[src/rtl/uart_pkg.sv]
// Shared UART types and helpers: TX scheduler FSM states and the ID tag byte format.
package uart_pkg;

  typedef enum logic [2:0] {
    S_IDLE,
    S_LOAD,
    S_START_TAG,
    S_WAIT_TAG,
    S_START_DATA,
    S_WAIT_DATA,
    S_DONE
  } sched_state_t;

  localparam logic [3:0] TAG_NIBBLE = 4'hA;

  function automatic logic [7:0] tag_byte(input logic [3:0] id);
    return {TAG_NIBBLE, id};
  endfunction

endpackage

[src/rtl/uart_rr_pick.sv]
// Combinational round-robin picker: the first requester strictly after last_grant wins,
// searching upwards and wrapping modulo N_REQ.
module uart_rr_pick #(
  parameter int N_REQ = 4,
  localparam int IW = $clog2(N_REQ)
) (
  input  logic [N_REQ-1:0] req,
  input  logic [IW-1:0]    last_grant,
  output logic             grant_valid,
  output logic [IW-1:0]    grant_idx
);

  logic [2*N_REQ-1:0] req_dbl;
  logic [N_REQ-1:0]   req_rot;
  logic [IW:0]        start_pos;
  logic [IW:0]        pick_rot;
  logic [IW:0]        pick_sum;

  // Rotate so the search origin sits at bit 0, take the lowest set bit, then rotate back.
  always_comb begin
    start_pos = (last_grant == IW'(N_REQ - 1)) ? '0
              : (IW + 1)'(last_grant) + (IW + 1)'(1);
    req_dbl   = {req, req};
    req_rot   = N_REQ'(req_dbl >> start_pos);
    pick_rot  = '0;
    for (int i = N_REQ - 1; i >= 0; i--) begin
      if (req_rot[i]) pick_rot = (IW + 1)'(i);
    end
    pick_sum = pick_rot + start_pos;
    if (pick_sum >= (IW + 1)'(N_REQ)) pick_sum = pick_sum - (IW + 1)'(N_REQ);
    grant_idx   = pick_sum[IW-1:0];
    grant_valid = |req;
  end

endmodule

[src/rtl/uart_tx_scheduler.sv]
// Round-robin sharing of one UART transmitter among N_REQ clients, with optional ID tag
// byte ahead of each data byte and a watchdog on the UART done handshake.
module uart_tx_scheduler
  import uart_pkg::*;
#(
  parameter int N_REQ          = 4,
  parameter int DATA_WIDTH     = 8,
  parameter int TAG_EN         = 0,
  parameter int TIMEOUT_CYCLES = 32768
) (
  input  logic                        clk,
  input  logic                        rst,
  input  logic [N_REQ-1:0]            req,
  input  logic [N_REQ*DATA_WIDTH-1:0] req_data,
  output logic [N_REQ-1:0]            ack,
  output logic [N_REQ-1:0]            err,
  output logic                        busy,
  output logic [$clog2(N_REQ)-1:0]    grant_id,
  output logic                        start,
  output logic [DATA_WIDTH-1:0]       tx_data_in,
  input  logic                        done_tx,
  input  logic                        tx_active
);

  localparam int IW = $clog2(N_REQ);
  localparam int TW = $clog2(TIMEOUT_CYCLES) + 1;

  sched_state_t          state;
  logic [IW-1:0]         last_grant;
  logic [IW-1:0]         pick_idx;
  logic                  pick_valid;
  logic [DATA_WIDTH-1:0] data_q;
  logic [TW-1:0]         timer;
  logic                  done_tx_q;
  logic                  done_edge;
  logic                  timed_out;

  uart_rr_pick #(.N_REQ(N_REQ)) u_pick (
    .req         (req),
    .last_grant  (last_grant),
    .grant_valid (pick_valid),
    .grant_idx   (pick_idx)
  );

  // A done_tx level left over from an earlier frame must not complete the current one.
  assign done_edge = done_tx & ~done_tx_q;
  assign timed_out = (timer + TW'(1)) == TW'(TIMEOUT_CYCLES - 1);

  always_ff @(posedge clk) begin
    if (!rst) begin
      state      <= S_IDLE;
      ack        <= '0;
      err        <= '0;
      start      <= 1'b0;
      busy       <= 1'b0;
      grant_id   <= '0;
      tx_data_in <= '0;
      last_grant <= IW'(N_REQ - 1);
      timer      <= '0;
      done_tx_q  <= 1'b0;
    end else begin
      ack       <= '0;
      err       <= '0;
      start     <= 1'b0;
      done_tx_q <= done_tx;
      case (state)
        S_IDLE: begin
          if (pick_valid && !tx_active) begin
            grant_id   <= pick_idx;
            last_grant <= pick_idx;
            data_q     <= req_data[pick_idx*DATA_WIDTH +: DATA_WIDTH];
            busy       <= 1'b1;
            state      <= S_LOAD;
          end
        end
        S_LOAD: begin
          start <= 1'b1;
          if (TAG_EN != 0) begin
            tx_data_in <= DATA_WIDTH'(tag_byte(4'(grant_id)));
            state      <= S_START_TAG;
          end else begin
            tx_data_in <= data_q;
            state      <= S_START_DATA;
          end
        end
        S_START_TAG: begin
          timer <= '0;
          state <= S_WAIT_TAG;
        end
        S_START_DATA: begin
          timer <= '0;
          state <= S_WAIT_DATA;
        end
        S_WAIT_TAG, S_WAIT_DATA: begin
          timer <= timer + TW'(1);
          if (done_edge) begin
            if (state == S_WAIT_TAG) begin
              tx_data_in <= data_q;
              start      <= 1'b1;
              state      <= S_START_DATA;
            end else begin
              ack[grant_id] <= 1'b1;
              state         <= S_DONE;
            end
          end else if (timed_out) begin
            err[grant_id] <= 1'b1;
            busy          <= 1'b0;
            state         <= S_IDLE;
          end
        end
        S_DONE: begin
          busy  <= 1'b0;
          state <= S_IDLE;
        end
        default: begin
          busy  <= 1'b0;
          state <= S_IDLE;
        end
      endcase
    end
  end

endmodule

[config.mk]
export PLATFORM = sky130hd
export DESIGN_NAME = uart_tx_scheduler
export DESIGN_NICKNAME = d
export VERILOG_FILES = /design/src/rtl/uart_pkg.sv /design/src/rtl/uart_rr_pick.sv /design/src/rtl/uart_tx_scheduler.sv
export SDC_FILE = /design/constraint.sdc
export NUM_CORES = 1
export LEC_CHECK = 0
export BUFFER_PORTS_ARGS = -buffer_cell sky130_fd_sc_hd__buf_2
export CORE_UTILIZATION = 35
export DETAILED_ROUTE_END_ITERATION = 7
export SETUP_SLACK_MARGIN = 0.15
export SYNTH_ARGS = -nofsm -noshare
export SYNTH_HDL_FRONTEND = slang
export SYNTH_SLANG_ARGS = --single-unit
[constraint.sdc]
create_clock -name clk -period 6.4 [get_ports clk]
set_clock_uncertainty 0.05 [all_clocks]
set_input_delay 0 -clock clk [delete_from_list [all_inputs] [get_ports clk]]
set_output_delay 0 -clock clk [all_outputs]
set_load 0.02 [all_outputs]
# ---- After elaboration in Yosys (flattened, before gate mapping)
# Index checks and enable logic that the tools add are counted.
dict set report classes {
  n_shift 2
  n_mux 24
  bitwise_logic 7
  magnitude_cmp 3
  n_reduce_logical 17
  eq_ne 13
  addsub 4
}
# cell count
set op_table {}
lappend op_table {{16-bit one-hot mux with 2 select lines} 1}
lappend op_table {{32-bit by 6-bit variable part select with 8-bit output} 1}
lappend op_table {{16-bit by 1-bit adder with 16-bit output, second input constant} 1}
lappend op_table {{16-bit by 15-bit equality test with 1-bit output, second input constant} 1}
lappend op_table {{8-bit two-way mux} 2}
lappend op_table {{8-bit one-hot mux with 2 select lines} 1}
lappend op_table {{3-bit one-hot mux with 5 select lines} 1}
lappend op_table {{2-bit two-way mux} 6}
lappend op_table {{3-bit two-way mux} 4}
lappend op_table {{4-bit OR reduction} 3}
lappend op_table {{2-bit inequality test, second input constant} 5}
lappend op_table {{8-bit by 3-bit >> shifter with 4-bit output} 1}
lappend op_table {{3-bit by 2-bit equality test with 1-bit output, second input constant} 2}
lappend op_table {{3-bit equality test, second input constant} 2}
lappend op_table {{1-bit two-way mux} 6}
lappend op_table {{1-bit inverter} 6}
lappend op_table {{3-bit AND reduction} 2}
lappend op_table {{2-bit AND reduction} 2}
lappend op_table {{4-bit AND reduction} 1}
lappend op_table {{2-bit nonzero test} 2}
lappend op_table {{2-bit OR reduction} 2}
lappend op_table {{2-bit by 1-bit adder with 3-bit output, second input constant} 1}
lappend op_table {{2-bit by 3-bit adder with 3-bit output} 1}
lappend op_table {{3-bit by 1-bit equality test with 1-bit output, second input constant} 1}
lappend op_table {{other kinds (14)} 15}
dict set report totals {
  out_inout_bits 20
  register_bits 50
  in_bits 40
  word_cells 81
}

# ---- Logic depth before layout (Yosys ltp)
dict set report depth {
  depth_word 11
  depth_mapped 11
  depth_no_buf 11
}

# ---- By module
# From an unflattened synthesis, not the netlist that was laid out.
dict set report unflattened {
  cells_unflattened 278
  hier_area_um2 2632.5
}
# mod seq_area_each_um2 area_per_inst_um2 cells_each n_inst
set by_module_without_submodules {}
lappend by_module_without_submodules {uart_tx_scheduler 1081.0 2533.7 264 1}
lappend by_module_without_submodules {uart_rr_pick 0.0 98.8 14 1}

# ---- Worst setup path after synthesis
# No wires, ideal clock.
dict set report synth_timing {
  kind {register to register}
  startpoint {register last_grant[0]}
  endpoint {register data_q[0] (data pin)}
  path_buffers 1
  required_time_ns 6.078
  stages_incl_launch_ff 11
  setup_ns 0.272
  arrival_time_ns 2.425
  path_slack_ns 3.652
  period_less_slack_ns 2.748
  path_cell_list {dfxtp_1 ha_1 nor2_1 nor2_1 nand2_1 o21ai_0 nand2_1 o211ai_1 ha_1 buf_1 mux4_2}
}
dict set report synth_via {
  elab_chain_cells 11
  word_cells_on_any_way 13
  classes_between {add/sub (3); order compare (1); eq/ne (1); shift (2); mux (6)}
}
# item line
set synth_lines {}
lappend synth_lines {{start: declaration} uart_tx_scheduler.sv:29} ;# logic [IW-1:0] last_grant;
lappend synth_lines {{start signal: assignment} uart_tx_scheduler.sv:58} ;# last_grant <= IW'(N_REQ - 1);
lappend synth_lines {{start signal: assignment} uart_tx_scheduler.sv:70} ;# last_grant <= pick_idx;
lappend synth_lines {{2-bit by 1-bit adder with 3-bit output / 2-bit equality test (equally long branches)} {uart_rr_pick.sv:22, uart_rr_pick.sv:21}}
lappend synth_lines {{3-bit two-way mux *} uart_rr_pick.sv:21} ;# start_pos = (last_grant == IW'(N_REQ - 1)) ? '0
lappend synth_lines {{8-bit by 3-bit >> shifter with 4-bit output} uart_rr_pick.sv:24} ;# req_rot = N_REQ'(req_dbl >> start_pos);
lappend synth_lines {{2-bit two-way mux (4 in series)} uart_rr_pick.sv:27} ;# if (req_rot[i]) pick_rot = (IW + 1)'(i);
lappend synth_lines {{2-bit by 3-bit adder with 3-bit output *} uart_rr_pick.sv:29} ;# pick_sum = pick_rot + start_pos;
lappend synth_lines {{3-bit >= comparator / 2-bit by 1-bit subtractor with 2-bit output (equally long branches)} uart_rr_pick.sv:30} ;# if (pick_sum >= (IW + 1)'(N_REQ)) pick_sum = pick_sum - (IW + 1)'(N_REQ);
lappend synth_lines {{2-bit two-way mux *} uart_rr_pick.sv:30}
lappend synth_lines {{net pick_idx[0]} uart_tx_scheduler.sv:30} ;# logic [IW-1:0] pick_idx;
lappend synth_lines {{32-bit by 6-bit variable part select with 8-bit output *} uart_tx_scheduler.sv:71} ;# data_q <= req_data[pick_idx*DATA_WIDTH +: DATA_WIDTH];
lappend synth_lines {{end signal: assignment} uart_tx_scheduler.sv:71}
lappend synth_lines {{end: declaration} uart_tx_scheduler.sv:32} ;# logic [DATA_WIDTH-1:0] data_q;
# The timed path passes the listed nets; every way through them passes the cells marked *.
# A chain may end at the register's enable or synchronous reset.

# ---- Final worst setup path
dict set report layout_timing {
  startpoint {register last_grant[0]}
  endpoint {register data_q[4] (data pin)}
}
# Same word-level chain as after synthesis.

==> impl_metrics.toml <==
[run_status]
status = "finished, final reports clean"

[cells_and_area]
layout-area-overhead-vs-synth_pct = 16.83
post_route_cells_drive_above_1_share_pct = 26.47
fillerInstances = 767
final_cell_count_no_fill = 439
postLayoutCoreUtil_pct = 42.90
antenna-diode-count = 0
layout.nets = 383

[global_route]
gr-usage-all-layers_pct = 15.54
pin_count_of_the_biggest_net_entering_global_routing = 38
grt_antenna_before_repair = 0
grt.met2_usage_pct = 27.24
grt_overflow = 0
vias_in_the_first_global_route = 2134
grt_util_met1_pct = 19.19
busiest_layer = "met2"
grt_pass1_wl_um = 10100
grt_use_met3_pct = 2.453

[place]
dpl.cell_count = 430
gp_congestion = 0.8012
place.port_buffers = 59
dp.final_hpwl_um = 4539

[yosys]
gate_count_after_technology_mapping = 287
synth-edff-count = 8
synth.yosys.warnings = 0
synth_area_um2 = 2706
fraction_of_the_yosys_area_taken_by_sequential_cells_pct = 39.94
async_reset_ff_share_pct = 0
yosys_register_bits = 50
synth_fp_nets = 331
postSynth.topFlopCell = "sky130_fd_sc_hd__dfxtp_1"
synth.distinct_cells = 58
postSynthAreaPerCell_um2 = 9.430

[sta]
hold-worst-slack_ps = 17.12
setup_viol = 0
min_tclk_post_route_ps = 2842
fin_tns_setup_ps = 0
finalCritPeriodShare_pct = 44.40
rsz0062_at_grt = "false"
final_hold_fails = 0
tightestPinTransition_ps = 924.3
relSlewSlack_pct = 37.91
achievable-frequency_ghz = 0.3519
report.final.slew_viol_count = 0

[worst_setup_path]
arrival_ps = 2850
crit_type = "reg -> reg"
slowest_stage = "sky130_fd_sc_hd__ha_1"
worstSetupStartpointType = "register"
crit_path_end_kind = "register"
worstPathRequired_ps = 6410
cp_max_fo = 10
crit_path_max_incr_delay_ps = 650
crit_chain = "ha_1, nor2_1, nor2_1, nand2_1, o21ai_0, nand2_1, o211ai_1, ha_1, mux4_2"

[route]
routed-via-count = 2250
detail_route.wirelength_um = 6180
wl_per_cell_um = 14.08
drt.antenna.violating_nets = 0
via_per_inst = 5.125
route.detailed.drc = 0
number_of_search_and_repair_iterations_in_the_first_detailed_routing_pass = 4
detail_route.iter0.violations = 136

[hold_path]
worstHoldPathType = "in -> reg"

[clock_tree]
num_cts_buffers = 5
clk-insertion-delay-late_ps = 310
ctsHtreeMaxLevel = 2
cts-root-buf = "sky130_fd_sc_hd__clkbuf_8"
cts.clk_slew.worst_paths_ps = 100
cts_resized = 0
cts_tree = "done"
cts.sink_count = 50
cts_buffer_depth = 2

[job]
cap_viol_max_count = 0

[floorplan]
initial_core_util_pct = 36.72
placeableCoreArea_um2 = 7370
placementRows = 31
boundaryPins = 60
chip_width_um = 89.94
fp.dieArea_um2 = 8088
die_y_um = 89.94

[power_and_ir_drop]
power_uw = 678.3
leakage_power_nw = 1.192
power_density_nw_per_um2 = 214.5
worst_ir_drop_vdd_uv = 129.8
[kinds of logic (layout without fill, tap and decap cells)]
kind of cell,count (synthesis),count (layout),synth area share [%]
flops,50,50,39.94
compound gates,53,53,12.71
xor+xnor,6,6,2.219
simple gates,131,131,27.88
mux,21,21,11.56
buf+inv,21,74,3.467
fa+ha+maj,5,5,2.219
[per-stage QoR]
step	setup WS, ps	instance area (um2)
global placement	3651	3063
global route	3312	3162
CTS	3532	3162
detailed placement	3543	3063
finish	3558	3162
floorplan	3652	2706
[per-layer routing]
layer	wire length [um]	vias to the layer above	share of wire [%]
met5	0	-	0
met4	119	0	1.9
met3	98	10	1.6
met2	3104	25	50
met1	2856	1077	46
li1	-	1138	-
[repair_timing]
item / 4_1_cts / 5_1_grt
hold buffers: 1 / 0
setup buffers: 0 / 0
hold endpoints to repair: 1 / 0
[critical path: cells and delay by family, from the launching register on]
kind            cells  cell delay, ps
compound gates      2             170
flops               1             340
mux                 1             580
fa+ha+maj           2             840
simple gates        4             620
[final timing paths]
path | startpoint | to | slack [ps] | cells past startpoint
worst max-delay path | last_grant[0]$_SDFFE_PN1P_ | data_q[4]$_DFFE_PP_ | 3560 | 9
worst min-delay path | req_data[21] | data_q[5]$_DFFE_PP_ | 20 | 2
worst max register to register | last_grant[0]$_SDFFE_PN1P_ | data_q[4]$_DFFE_PP_ | 3560 | 9
worst min register to register | timer[6]$_SDFFE_PN0P_ | timer[6]$_SDFFE_PN0P_ | 450 | 2
[power by group]
part           total, mW  internal [mW]  switching [mW]
logic              0.136         0.0659          0.0703
clock network      0.191         0.0773           0.113
registers          0.351          0.338          0.0130
total              0.678          0.481           0.197
[sequential cells by signal (all words and copies together), names as in the netlist]
register	cells
ack	4
busy	1
data_q	8
done_tx_q	1
err	4
grant_id	2
last_grant	2
start	1
state	3
timer	16
tx_data_in	8
[cell type report]
class	count	area [um2]	share of cell area, %
well taps	99	123.9	3.918
inverters	5	18.77	0.5936
repair buffers	61	312.8	9.893
clock buffers	5	68.82	2.176
flip-flops and latches	50	1081	34.19
clock inverters	3	20.02	0.6332
multi-input cells	216	1536	48.60
[cells in the final DEF, fill, tap and decap left out, drive strengths merged, types with 3 or more instances in the layout]
| cell | synthesis | final |
|---|---|---|
| buf | 7 | 60 |
| ha | 4 | 4 |
| nor2b | 22 | 22 |
| a22oi | 7 | 7 |
| or2 | 5 | 5 |
| nand3b | 3 | 3 |
| a21boi | 3 | 3 |
| nor2 | 20 | 20 |
| inv | 5 | 6 |
| nand3 | 7 | 7 |
| a31oi | 3 | 3 |
| xor2 | 5 | 5 |
| or4 | 3 | 3 |
| o21ai | 13 | 13 |
| nand2b | 5 | 5 |
| edfxtp | 8 | 8 |
| nand2 | 28 | 28 |
| o31ai | 3 | 3 |
| or3 | 4 | 4 |
| nand4 | 4 | 4 |
| mux4 | 8 | 8 |
| and2 | 7 | 7 |
| nor3 | 10 | 10 |
| mux2i | 11 | 11 |
| nor4 | 9 | 9 |
| clkbuf | 9 | 5 |
| dfxtp | 42 | 42 |
| a21oi | 11 | 11 |
[Yosys cell counts, drive strengths merged (7+ instances only)]
library cell  instances  share of area [%]
edfxtp                8                8.9
a21oi                11                2.0
buf                   7                1.5
nand3                 7                1.7
nor2b                22                5.1
nor4                  9                2.9
dfxtp                42                 31
clkbuf                9                1.2
and2                  7                1.6
nand2                28                3.9
mux4                  8                6.7
nor2                 20                2.8
mux2i                11                4.1
o21ai                13                2.4
nor3                 10                1.8
a22oi                 7                1.9
(Power assumes the default switching activity.)
